===== config.mk =====
export PLATFORM = sky130hd
export DESIGN_NAME = fpadd_stream_ctrl
export DESIGN_NICKNAME = d
export VERILOG_FILES = /design/src/rtl/fpadd_stream_ctrl.sv
export SDC_FILE = /design/constraint.sdc
export NUM_CORES = 1
export LEC_CHECK = 0
export CORE_MARGIN = 10
export CORE_UTILIZATION = 63
export DETAILED_ROUTE_END_ITERATION = 10
export GPL_TIMING_DRIVEN = 0
export HOLD_SLACK_MARGIN = 0.08
export PLACE_DENSITY_LB_ADDON = 0.3
export RECOVER_POWER = 100
export SYNTH_ARGS = -nofsm -noshare
export SYNTH_HDL_FRONTEND = slang
export SYNTH_SLANG_ARGS = --single-unit

===== constraint.sdc =====
create_clock -name clk -period 4.2 [get_ports clk]
set_input_delay 0.63 -clock clk [delete_from_list [all_inputs] [get_ports clk]]
set_output_delay 0.63 -clock clk [all_outputs]
set_load 0.02 [all_outputs]

===== src/rtl/fpadd_stream_ctrl.sv =====
`default_nettype none
// ============================================================================
// Module   : fpadd_stream_ctrl
// Purpose  : Credit-based valid/ready wrapper around an external FPAddSub
//            pipeline, with an in-order result FIFO.
// Option   : FPADD_STICKY_FLAGS_EN adds sticky_clr / sticky_flags.
// Revision : 1.0 - initial release
// ============================================================================
module fpadd_stream_ctrl #(
  parameter int LATENCY    = 9,
  parameter int FIFO_DEPTH = 16
) (
  input  logic        clk,
  input  logic        rst,
  input  logic        in_valid,
  output logic        in_ready,
  input  logic [15:0] in_a,
  input  logic [15:0] in_b,
  input  logic        in_op,
  output logic [15:0] fa_a,
  output logic [15:0] fa_b,
  output logic        fa_op,
  input  logic [15:0] fa_result,
  input  logic [4:0]  fa_flags,
  output logic        out_valid,
  input  logic        out_ready,
  output logic [15:0] out_result,
  output logic [4:0]  out_flags,
`ifdef FPADD_STICKY_FLAGS_EN
  input  logic        sticky_clr,
  output logic [4:0]  sticky_flags,
`endif
  output logic        busy
);

  localparam int PTR_W = (FIFO_DEPTH > 1) ? $clog2(FIFO_DEPTH) : 1;
  localparam int CNT_W = $clog2(FIFO_DEPTH + 1);
  localparam logic [CNT_W-1:0] DEPTH_CNT = CNT_W'(FIFO_DEPTH);
  localparam logic [CNT_W-1:0] CNT_ONE   = CNT_W'(1);
  localparam logic [PTR_W-1:0] PTR_LAST  = PTR_W'(FIFO_DEPTH - 1);
  localparam logic [PTR_W-1:0] PTR_ONE   = PTR_W'(1);

  logic             accept, push, pop;
  logic [LATENCY:0] tok_q, tok_d;
  logic [15:0]      fa_a_q, fa_a_d, fa_b_q, fa_b_d;
  logic             fa_op_q, fa_op_d;
  logic [CNT_W-1:0] credits_q, credits_d;
  logic [CNT_W-1:0] count_q, count_d;
  logic [PTR_W-1:0] wr_ptr_q, wr_ptr_d, rd_ptr_q, rd_ptr_d;
  logic [20:0]      mem_q [FIFO_DEPTH];
  logic [20:0]      head;

  always_comb begin
    accept    = in_valid && in_ready;
    push      = tok_q[LATENCY];
    pop       = out_valid && out_ready;
    tok_d     = {tok_q[LATENCY-1:0], accept};
    fa_a_d    = accept ? in_a  : fa_a_q;
    fa_b_d    = accept ? in_b  : fa_b_q;
    fa_op_d   = accept ? in_op : fa_op_q;

    credits_d = credits_q;
    if (accept && !pop)
      credits_d = credits_q - CNT_ONE;
    else if (!accept && pop)
      credits_d = credits_q + CNT_ONE;

    count_d = count_q;
    if (push && !pop)
      count_d = count_q + CNT_ONE;
    else if (!push && pop)
      count_d = count_q - CNT_ONE;

    // Explicit wrap keeps non-power-of-two depths legal.
    wr_ptr_d = wr_ptr_q;
    if (push)
      wr_ptr_d = (wr_ptr_q == PTR_LAST) ? '0 : wr_ptr_q + PTR_ONE;
    rd_ptr_d = rd_ptr_q;
    if (pop)
      rd_ptr_d = (rd_ptr_q == PTR_LAST) ? '0 : rd_ptr_q + PTR_ONE;
  end

  always_ff @(posedge clk) begin
    if (rst) begin
      tok_q     <= '0;
      fa_a_q    <= '0;
      fa_b_q    <= '0;
      fa_op_q   <= 1'b0;
      credits_q <= DEPTH_CNT;
      count_q   <= '0;
      wr_ptr_q  <= '0;
      rd_ptr_q  <= '0;
    end else begin
      tok_q     <= tok_d;
      fa_a_q    <= fa_a_d;
      fa_b_q    <= fa_b_d;
      fa_op_q   <= fa_op_d;
      credits_q <= credits_d;
      count_q   <= count_d;
      wr_ptr_q  <= wr_ptr_d;
      rd_ptr_q  <= rd_ptr_d;
    end
  end

  always_ff @(posedge clk) begin
    if (!rst && push)
      mem_q[wr_ptr_q] <= {fa_flags, fa_result};
  end

  // Storage is never cleared, so the head is masked while the FIFO is empty.
  assign head       = mem_q[rd_ptr_q];
  assign out_valid  = (count_q != '0);
  assign out_result = out_valid ? head[15:0]  : 16'h0000;
  assign out_flags  = out_valid ? head[20:16] : 5'b00000;
  assign in_ready   = (credits_q != '0);
  assign busy       = (|tok_q) || out_valid;
  assign fa_a       = fa_a_q;
  assign fa_b       = fa_b_q;
  assign fa_op      = fa_op_q;

`ifdef FPADD_STICKY_FLAGS_EN
  logic [4:0] sticky_q, sticky_d;

  // Clear is applied before the OR so a coincident pop is not lost.
  always_comb begin
    sticky_d = sticky_clr ? 5'b00000 : sticky_q;
    if (pop)
      sticky_d = sticky_d | out_flags;
  end

  always_ff @(posedge clk) begin
    if (rst)
      sticky_q <= '0;
    else
      sticky_q <= sticky_d;
  end

  assign sticky_flags = sticky_q;
`endif

`ifndef SYNTHESIS
  always_ff @(posedge clk) begin
    if (!rst) begin
      assert (!(push && count_q == DEPTH_CNT))
        else $error("result FIFO written while full");
      assert (int'($countones(tok_q)) + int'(credits_q) + int'(count_q) == FIFO_DEPTH)
        else $error("credit accounting broken");
    end
  end
`endif

endmodule
`default_nettype wire

==> impl_metrics.csv <==
group,metric,value,unit
pwr,power.density,546.4,mW/mm^2
clocking,cts_sinks,401,
sta,period_share,0.9941,
clocking,clk_latency,0.52,ns
placement,hpwl,20270,microns
global_routing,grt-ovfl-total,0,
clocking,path_clk_slew,0.06,ns
status,violations,"capacitance limit, slew limit",
worst_setup_path,r2r_cells,10,
synth,ys_seq_area_frac,0.7354,
finish,nets,1069,
detailed_routing,avgViaCountPerCell,6.197,
floorplanning,dieArea,0.03126,sq mm
detailed_routing,postRouteAntennaNets,0,
sta,fin_worst_skew,0.01382,ns
finish,area_delta_synth_final,17.97,%
floorplanning,placementRows,57,
worst_setup_path,critPathKind,"flop to primary output",
min_path,hp-class,"flop to flop",
floorplanning,die-height,176.8,microns
global_routing,grt_max_degree,22,
pwr,peakVddDrop,0.3630,mV
global_routing,grt_pass1_wl,54410,microns
sta,max_freq,0.2395,GHz
sta,worst_slew_pin_slew,2.239,ns
detailed_routing,drt-pass1-iter-count,5,
synth,syn_area_per_cell,18.42,sq um
sta,period_needed,4.175,ns
clocking,cts_tree,"done",
detailed_routing,drc_errors,0,
global_routing,grt_pass1_vias,8897,
synth,syn-num-nets,914,
sta,rsz0062_at_grt,"no",
clocking,clockBufferDepth,3,
synth,netlist_instances,841,
job,cap_violations,16,
sta,max_slew_margin,-0.4935,
clocking,cts-root-buf,"clkbuf_16",
synth,ys.warnings.count,0,
detailed_routing,vias,8378,
detailed_routing,wl_per_cell,26.80,microns
worst_setup_path,r2r-end,"credits_q[3]",
synth,ys_types,40,
finish,layout-drive-gt1-share,0.1823,
worst_setup_path,cp.required,3.57,ns
sta,slew_viol_final,352,
global_routing,antenna_found_initial,2,
floorplanning,io_pins,115,
floorplanning,fp.coreArea,0.02425,sq mm
min_path,holdPathStages,2,
placement,io_buffers,114,
synth,synth.ff_latch_count,401,
placement,gp_congestion,0.7878,
worst_setup_path,cp.arrival,3.55,ns
clocking,htree_levels,2,
floorplanning,fp.dieW,176.8,microns
worst_setup_path,cp-start-kind,"flop",
worst_setup_path,regToRegSetupSlack,0.36,ns
worst_setup_path,endpoint_kind,"primary output",
worst_setup_path,reg2reg_from,"credits_q[1]",
min_path,holdPathEnd,"fa_b[8]",
detailed_routing,drt-initial-drc-count,858,
synth,syn_area,0.01549,sq mm
sta,hold_viol,0,
floorplanning,start_util,0.6388,
status,status,"finished, violations left",
sta,hold_ws,0.4507,ns
sta,tns,0,ns
detailed_routing,wirelength,36230,microns
clocking,numCtsBuffers,39,
worst_setup_path,critPathMaxFanout,10,
min_path,worstHoldStart,"fa_b[8]",
pwr,p_leak,6.000,nW
global_routing,grt_use_total,0.2340,
sta,finalSetupViolations,0,
[per-layer routing]
| metal | routed length, microns | vias to the layer above | GRT usage |
|---|---|---|---|
| li1 | - | 3629 | - |
| met1 | 13480 | 4212 | 0.2943 |
| met2 | 18390 | 465 | 0.3929 |
| met3 | 3581 | 72 | 0.06486 |
| met4 | 774 | 0 | 0.06725 |
| met5 | 0 | - | 0 |
[stage by stage]
stage	area (sq um)	total power, mW	worst slack (ns)	cells	utilization
2_1_floorplan	15490	5.890	1.411	841	-
3_3_place_gp	17040	6.615	0.6947	1279	0.7025
3_5_place_dp	17040	6.656	0.6108	1279	0.7025
4_1_cts	18270	10.05	0.01924	1350	0.7536
5_1_grt	18270	10.31	0.009440	1351	0.7535
6_report	18270	9.985	0.02458	1352	0.7536
[sequential cells by signal (all words and copies together) (netlist names), named ones only]
register / cells
count_q: 5
fa_op: 1
mem_q: 336
tok_q: 10
rd_ptr_q: 4
fa_a: 16
wr_ptr_q: 4
credits_q: 5
fa_b: 16
[timing repair]
| item | CTS | global route |
|---|---|---|
| buffers inserted | 0 | 0 |
| hold buffers | 0 | 0 |
| resized for setup | 0 | 6 |
| endpoints found under the setup margin | 0 | 7 |
| hold endpoints to repair | 0 | 0 |
[critical path, cell delays in order (launching register included)]
cell	delay, ns
dfxtp_1	0.31
clkbuf_1	0.37
clkbuf_1	0.73
mux4_2	0.42
mux2_2	0.29
a221o_1	0.34
clkdlybuf4s50_1	0.55
[worst max-delay path by stage]
stage | endpoint | depth (start not counted)
floorplan | credits_q[3] | 10
CTS | out_result[15] | 6
finish | out_result[15] | 6
detailed placement | out_result[15] | 6
global placement | out_result[15] | 6
global route | out_result[15] | 6
[Yosys cell counts (all sizes together)]
library cell	n	area, sq um
and2	16	100.1
nor2b	27	168.9
a311o	1	10.01
nor2	32	127.6
nand2	73	274.0
a21oi	47	235.2
xor2	6	52.55
mux2i	4	40.04
or3	2	12.51
mux2	23	259.0
fa	2	40.04
nand3	2	10.01
and3	2	17.52
edfxtp	336	10090
nand4	1	6.260
nor4	4	25.02
or3b	1	8.760
dfxtp	65	1301
nor4bb	2	20.02
or4	3	26.27
nor3	2	10.01
mux4	84	1892
inv	10	37.54
o211ai	1	7.510
and2b	6	45.04
clkbuf	18	67.56
ha	13	162.7
a221o	21	210.2
nand2b	5	31.28
o21ai	5	32.53
a21o	2	15.01
buf	25	152.6
[cell families after synthesis]
kind of cell,Yosys count,synth area share
multiplexers,111,0.1414
AND/OR/NAND/NOR,178,0.05703
AO/OA/AOI/OAI,77,0.03296
buffers and inverters,53,0.01664
flip-flops,401,0.7354
adder cells (fa/ha/maj),15,0.01309
XOR/XNOR,6,0.003393
[report_power, final]
part	switching [mW]	internal [mW]	leakage (nW)	total (mW)
Sequential	0.0492	4.39	3.55	4.43
Clock	1.41	1.99	0.600	3.41
Combinational	1.14	1.00	1.85	2.14
Total	2.60	7.38	6.00	9.98
[cell usage in the layout, fill, tap and decap left out, types with 2 or more instances in the layout]
| cell type | instances |
|---|---|
| inv_1 | 9 |
| a221o_1 | 21 |
| o21ai_0 | 4 |
| nor2b_1 | 27 |
| dlygate4sd3_1 | 58 |
| edfxtp_1 | 336 |
| clkinv_2 | 5 |
| mux4_2 | 84 |
| nand2b_1 | 5 |
| or3_1 | 2 |
| nor3_1 | 2 |
| and2_0 | 16 |
| mux2_2 | 23 |
| clkbuf_1 | 33 |
| nor4_1 | 4 |
| mux2i_1 | 4 |
| nor4bb_1 | 2 |
| clkdlybuf4s50_1 | 56 |
| fa_1 | 2 |
| buf_2 | 17 |
| a21o_1 | 2 |
| or4_1 | 3 |
| clkbuf_2 | 2 |
| clkbuf_16 | 41 |
| diode_2 | 2 |
| buf_6 | 5 |
| nor2_1 | 31 |
| nand2_1 | 73 |
| nand3_1 | 2 |
| dfxtp_1 | 65 |
| bufinv_16 | 3 |
| ha_1 | 13 |
| a21oi_1 | 47 |
| xor2_1 | 6 |
| and2b_1 | 6 |
| clkinv_1 | 6 |
[layout make-up]
cell class | count | area [sq um]
Sequential cell | 401 | 11390
Fill cell | 1394 | 5976
Multi-Input combinational cell | 387 | 3832
Timing Repair Buffer | 114 | 1141
Clock buffer | 56 | 1092
Tap cell | 324 | 405.4
Buffer | 43 | 222.7
Clock inverter | 15 | 145.1
Inverter | 10 | 37.54
Antenna cell | 2 | 5.005
Note: power is estimated with default switching activity, not from simulation.
